$ cat src/rtl/irq_controller.sv
// irq_controller: masks and prioritises NUM_SRC interrupt lines into one meip line,
// takes irq_ack as the claim and holds meip low until software writes COMPLETE.
// Ports: clk/reset, irq_src/irq_ack/meip (core side), bus_* register port, claim_valid.
module irq_controller #(
   parameter int NUM_SRC = 8,
   parameter int ID_W    = 5
) (
   input  logic               clk,
   input  logic               reset,
   input  logic [NUM_SRC-1:0] irq_src,
   input  logic               irq_ack,
   output logic               meip,
   input  logic [4:0]         bus_addr,
   input  logic [31:0]        bus_wdata,
   input  logic               bus_we,
   input  logic               bus_re,
   output logic [31:0]        bus_rdata,
   output logic               claim_valid
);

   localparam logic [2:0] A_ENABLE   = 3'd0;
   localparam logic [2:0] A_PENDING  = 3'd1;
   localparam logic [2:0] A_TRIGGER  = 3'd2;
   localparam logic [2:0] A_CLAIM    = 3'd3;
   localparam logic [2:0] A_COMPLETE = 3'd4;

   typedef enum logic [1:0] {IDLE, ASSERT, CLAIMED} state_t;

   state_t             state, state_nxt;
   logic [NUM_SRC-1:0] enable, trigger, pending, src_d;
   logic [NUM_SRC-1:0] eligible, set_vec, clr_vec;
   logic [ID_W-1:0]    claim_id, winner;
   logic [2:0]         sel;
   logic               any_elig, claim_fire, complete_hit;
   logic [31:0]        rd_val;

   // Byte-offset bits and upper write-data bits carry no meaning here.
   logic               unused_bits;
   assign unused_bits = ^{bus_addr[1:0], bus_wdata};

   assign sel      = bus_addr[4:2];
   assign eligible = pending & enable;
   assign any_elig = |eligible;

   // Lowest index wins: scan downwards so the last hit is the smallest index.
   always_comb begin
      winner = '0;
      for (int i = NUM_SRC - 1; i >= 0; i--) begin
         if (eligible[i]) winner = ID_W'(i);
      end
   end

   assign claim_fire   = (state == ASSERT) && any_elig && irq_ack;
   assign complete_hit = bus_we && (sel == A_COMPLETE) &&
                         (bus_wdata[ID_W-1:0] == claim_id);

   // Set/clear vectors. A level source that is currently claimed cannot
   // re-pend itself until completion, otherwise it would be claimed twice.
   always_comb begin
      set_vec = '0;
      clr_vec = '0;
      for (int i = 0; i < NUM_SRC; i++) begin
         if (trigger[i])
            set_vec[i] = irq_src[i] & ~src_d[i];
         else
            set_vec[i] = irq_src[i] &
                         ~((state == CLAIMED) && (claim_id == ID_W'(i)));
         clr_vec[i] = claim_fire && (winner == ID_W'(i));
      end
   end

   // Register read mux; bits at or above NUM_SRC are zero by extension.
   always_comb begin
      rd_val = '0;
      case (sel)
         A_ENABLE:  rd_val = 32'(enable);
         A_PENDING: rd_val = 32'(pending);
         A_TRIGGER: rd_val = 32'(trigger);
         A_CLAIM:   rd_val = {claim_valid, {(31-ID_W){1'b0}}, claim_id};
         default:   rd_val = '0;
      endcase
   end

   // FSM: state register
   always_ff @(posedge clk) begin
      if (reset) state <= IDLE;
      else       state <= state_nxt;
   end

   // FSM: next state
   always_comb begin
      state_nxt = state;
      case (state)
         IDLE:    if (any_elig) state_nxt = ASSERT;
         ASSERT: begin
            // Losing eligibility takes precedence: there is nothing to claim.
            if (!any_elig)    state_nxt = IDLE;
            else if (irq_ack) state_nxt = CLAIMED;
         end
         CLAIMED: if (complete_hit) state_nxt = IDLE;
         default: state_nxt = IDLE;
      endcase
   end

   // FSM: outputs
   always_comb begin
      meip        = (state == ASSERT);
      claim_valid = (state == CLAIMED);
   end

   // Datapath registers
   always_ff @(posedge clk) begin
      if (reset) begin
         enable    <= '0;
         trigger   <= '0;
         pending   <= '0;
         src_d     <= '0;
         claim_id  <= '0;
         bus_rdata <= '0;
      end else begin
         src_d   <= irq_src;
         // Set wins over the claim clear on the same bit.
         pending <= (pending & ~clr_vec) | set_vec;
         if (claim_fire) claim_id <= winner;
         if (bus_we && (sel == A_ENABLE))  enable  <= bus_wdata[NUM_SRC-1:0];
         if (bus_we && (sel == A_TRIGGER)) trigger <= bus_wdata[NUM_SRC-1:0];
         if (bus_re) bus_rdata <= rd_val;
      end
   end

endmodule

$ cat config.mk
export PLATFORM = sky130hd
export DESIGN_NAME = irq_controller
export DESIGN_NICKNAME = d
export VERILOG_FILES = /design/src/rtl/irq_controller.sv
export SDC_FILE = /design/constraint.sdc
export NUM_CORES = 1
export LEC_CHECK = 0
export CAP_MARGIN = 20
export CORE_MARGIN = 4
export CORE_UTILIZATION = 40
export DETAILED_ROUTE_END_ITERATION = 16
export PLACE_DENSITY_LB_ADDON = 0.15
export SLEW_MARGIN = 20
export SYNTH_ARGS = -nofsm -noshare
export SYNTH_HDL_FRONTEND = slang
export SYNTH_SLANG_ARGS = --single-unit
$ cat constraint.sdc
create_clock -name clk -period 1.6 [get_ports clk]
set_clock_uncertainty 0.15 [all_clocks]
set_input_delay 0.24 -clock clk [delete_from_list [all_inputs] [get_ports clk]]
set_output_delay 0.24 -clock clk [all_outputs]
set_load 0.02 [all_outputs]
After elaboration in Yosys (flattened, before gate mapping)
Index checks and enable logic that the tools add are counted.

Muxes and demuxes: 22. Bitwise logic cells: 36. Eq/ne operators: 24. Reduce and logical (&&, ||, !) cells: 28.

Operator list (number): one-hot mux 32 bit (4 select lines) (1); == test 5 x 3 -> 1 bit (second input constant) (8); two-way mux 5 bit (7); logical AND 1 bit (22); == test 5 x 2 -> 1 bit (second input constant) (4); AND 1 bit (16); AND 8 bit (2); NOT 1 bit (16); == test 5 x 1 -> 1 bit (second input constant) (2); logical NOT 5 bit (2); two-way mux 1 bit (8); two-way mux 2 bit (4); NOT 8 bit (1); bitwise OR 8 bit (1); OR reduction 8 bit (1); == test 3 x 2 -> 1 bit (second input constant) (2); one-hot mux 2 bit (3 select lines) (1); == test 5 bit (1); == test 3 x 1 -> 1 bit (second input constant) (1); == test 3 bit (second input constant) (1); logical NOT 3 bit (1); two-way mux 3 bit (1); != test 3 bit (second input constant) (1); AND reduction 3 bit (1); 5 further kinds (5).

Bits of input ports: 50. Word-level logic and storage cells: 117. Register bits after elaboration: 71.

Longest topological paths before layout
Depth in word-level cells: 14. Gate-level depth with buffers: 6.

Least setup slack after synthesis
OpenSTA, ideal clock, no wires.

Path kind: flip-flop to flip-flop. From: register state[1]. To: register pending[0]. Setup slack: -48 ps. Required time: 1322 ps. Arrival: 1371 ps. Period minus slack after synthesis: 1648 ps. Cell stages (with the launch flop): 5. Library setup time: 128 ps. Cell sequence: dfxtp_1 > or3b_1 > or4_1 > a32oi_1 > nor2_1.

Word-level cells in the longest chain between the ends: 7. Elaborated cells on any way between the ends: 12.

RTL lines: from (decl) (line 29) `state_t state, state_nxt;`; from (signal assigned) (line 87) `else state <= state_nxt;`; == test 2 x 1 -> 1 bit (line 53) `assign claim_fire = (state == ASSERT) && any_elig && irq_ack;`; logical AND 1 bit (2 in a row) (line 53); logical AND 1 bit (line 68) `clr_vec[i] = claim_fire && (winner == ID_W'(i));`; NOT 8 bit (line 123) `pending <= (pending & ~clr_vec) | set_vec;`; AND 8 bit (line 123); bitwise OR 8 bit (*) (line 123); to (signal assigned) (line 123); to (decl) (line 30) `logic [NUM_SRC-1:0] enable, trigger, pending, src_d;`.

Every way passes the cells marked *; elsewhere a longest branch is shown, timed or not. A chain may end at the register's enable or synchronous reset.

Worst setup path after layout
Same ends and word-level chain as after synthesis.

==> reports/qor.txt <==
CTS tree = done
Most common cell after layout, fill and taps aside = dfxtp_1
First-pass GRT wire length = 9230 um
Outcome = finished, violations left
Worst stage delay on the critical path = 0.43 ns
Hold Buf Count CTS = 0
Hold_sp = bus_addr[2]
Placed Instances = 394
Tot GR Track Use = 16.5%
Hold WC Path Type = in -> reg
CP arrival = 1.75 ns
Number of synthesized flops with an enable pin = 0
Failing checks = negative setup slack
# Max-Cap Violations = 0
Adder-Cell Fraction of Synth Area = 0%
Fraction of the mapped netlist area in simple logic gates = 21.2%
Worst skew pair latency = 0.31 ns
Post-synthesis sequential area ratio = 39.9%
Multiplexer share of the synthesized area = 8.56%
Combinational family with the most area after synthesis = simple AND/OR/NAND/NOR gates
Count of endpoints failing setup in the final report = 2
Slew margin rel. = 62.1%
Non-Filler Instances = 403
GPL Wtd Cong = 0.822
Final Hold Vio Count = 0
Hold path depth = 4
H-tree levels = 2
Setup WS pre-CTS = -0.309 ns
Vias in the first global route = 1872
Final core occ = 56.4%
Yosys warning count = 0
Startpoint Class = flop
Netlist cell types = 45
RSZ-0062 raised after global routing = yes
Clk buf depth = 2
Crit path max-delay cell type = or3b_4
Core Rows = 27
Tot Pwr = 2.46 mW
Post-Syn Area = 2310 um2
Achievable Freq = 592 MHz
Final Cycle Share = 106%
Total wire length = 5830 um
Post-route ant nets = 0
Top Ports = 84
Worst VDD drop = 421 uV
Setup crit end kind = flop
Num CTS Buffers = 5
DR vias = 2030
Synth Flop Type = dfxtp_1
Diode count = 0
Global route total overflow = 0
Core area = 5540 um2
Final net count = 380
R2R Setup Slk = -0.09 ns
Synth Instances = 263
1st-iter DRT viols = 69
Setup TNS Final = -0.0891 ns
Min Clock Period, post-route = 1.69 ns
Hold Path Sink = bus_rdata[31]
CTS root buffer = clkbuf_8
Clock net sink count = 46
Synth area leader = dfxtp_1
Xor/xnor share of the synthesized area = 1.14%
Compound-Gate Fraction of Synth Area = 18.8%
Worst-Margin Slew = 0.568 ns
Req. time, crit path = 1.66 ns
Most area-consuming cells after synthesis = dfxtp_1 (40%), buf_4 (7.5%), nor2b_1 (6.2%)
Syn_area_per_cell = 8.78 um2
Routed length per instance = 14.5 um
P_leak = 1.24 nW
Layout cells sized above 1 = 23.6%
Ys async rst share = 0%
Initial DRT Pass Iterations = 4
Seq cells post-synth = 46
Port Buffers = 34
Starting density of the core = 41.7%
Dpl hpwl = 4380 um
Layout Area Growth over Synthesis = 35.3%
Die Area = 7050 um2
Vias per std cell = 5.04
Antenna violations before repair = 0
CP cell instances = or3b_4 -> or4_1 -> a32oi_1 -> nor2_1
Most frequent cells in the layout = dfxtp_1 (41), buf_4 (36), nand2_1 (32)
Slew Limit Fails = 0
DIE HEIGHT = 84.0 um
Residual DRC count = 0
Largest net degree at the start of global routing = 27
Worst r2r dst = pending[0]
Worst r2r path cells = 4
Critical path fanouts, max = 4
Post-synth top area share = 39.9%
Pwr Density = 787 nW/um2
Clock Pin Slew Worst Setup and Hold Paths = 0.09 ns
Setup CP Type = reg -> reg
Die width = 84.0 um
RR Startpoint = state[1]
Final worst slack = -0.0884 ns
[routing by layer]
metal / global-route usage [%] / part of all wire (%) / wire length, um / up-vias
met4: 6.14 / 1.4 / 83 / 0
met2: 25.9 / 45 / 2620 / 48
met3: 2.86 / 5.0 / 294 / 7
li1: - / - / - / 1018
met1: 22.7 / 49 / 2840 / 957
met5: 0 / 0 / 0 / -
[how the worst max path moves through the flow]
stage           startpoint          to  depth (start not counted)
5_1_grt           state[1]  pending[0]                          4
3_3_place_gp   bus_addr[2]   enable[1]                          5
4_1_cts           state[1]  pending[0]                          4
6_report          state[1]  pending[0]                          4
2_1_floorplan  claim_id[2]  pending[0]                          4
3_5_place_dp   bus_addr[3]   enable[5]                          5
[power by group]
part	total, mW	switching (mW)	internal (mW)	leakage, nW
combinational	0.342	0.172	0.169	0.808
sequential	1.22	0.0370	1.18	0.379
clock	0.897	0.432	0.465	0.0504
[kinds of logic (layout without fill, tap and decap cells)]
logic type             count (synthesis)  in the layout
AND/OR/NAND/NOR                      100            100
AO/OA/AOI/OAI                         60             60
flip-flops                            46             46
buffers and inverters                 37             83
multiplexers                          16             16
XOR/XNOR                               3              3
other                                  1             23
[layout make-up]
cell class,count,area (um2)
fillers,539,2420
multi-input cells,202,1320
flip-flops and latches,46,927
repair buffers,74,669
well taps,72,90.1
clock buffers,5,68.8
clock inverters,3,45.0
inverters,1,3.75
[sequential cells by signal, indices dropped and copies added (netlist names)]
register / cells
enable: 8
src_d: 8
claim_id: 3
pending: 8
bus_rdata: 9
trigger: 8
state: 2
[metrics by stage]
step	cell area, um2	hold slack [ns]
finish	3120	0.248
CTS	3020	0.321
global placement	2920	0.307
floorplan	2400	0.206
global route	3120	0.297
detailed placement	2920	0.309
[repair_timing]
| item | CTS | global route |
|---|---|---|
| setup buffers | 0 | 1 |
| pin swaps | 0 | 7 |
| gates resized for setup | 17 | 25 |
| setup endpoints to repair | 13 | 24 |
[synthesized netlist by cell type (all sizes together), types with 2 or more instances]
cell type / count
o2bb2ai: 6
nand2: 32
clkbuf: 8
nor2b: 23
or3b: 2
a21boi: 2
mux2i: 13
nand3b: 2
a22o: 3
nand2b: 3
a311oi: 4
o311a: 2
a22oi: 4
buf: 28
xnor2: 3
mux4: 3
and3b: 2
dfxtp: 46
nor2: 28
o311ai: 4
a21oi: 22
a211oi: 4
[critical path, delay by kind of cell (launching register included)]
family,cells,cell delay [ns]
AO/OA/AOI/OAI,1,0.18
flip-flops,1,0.36
AND/OR/NAND/NOR,3,0.90
Power figures use the tool's default switching activity.
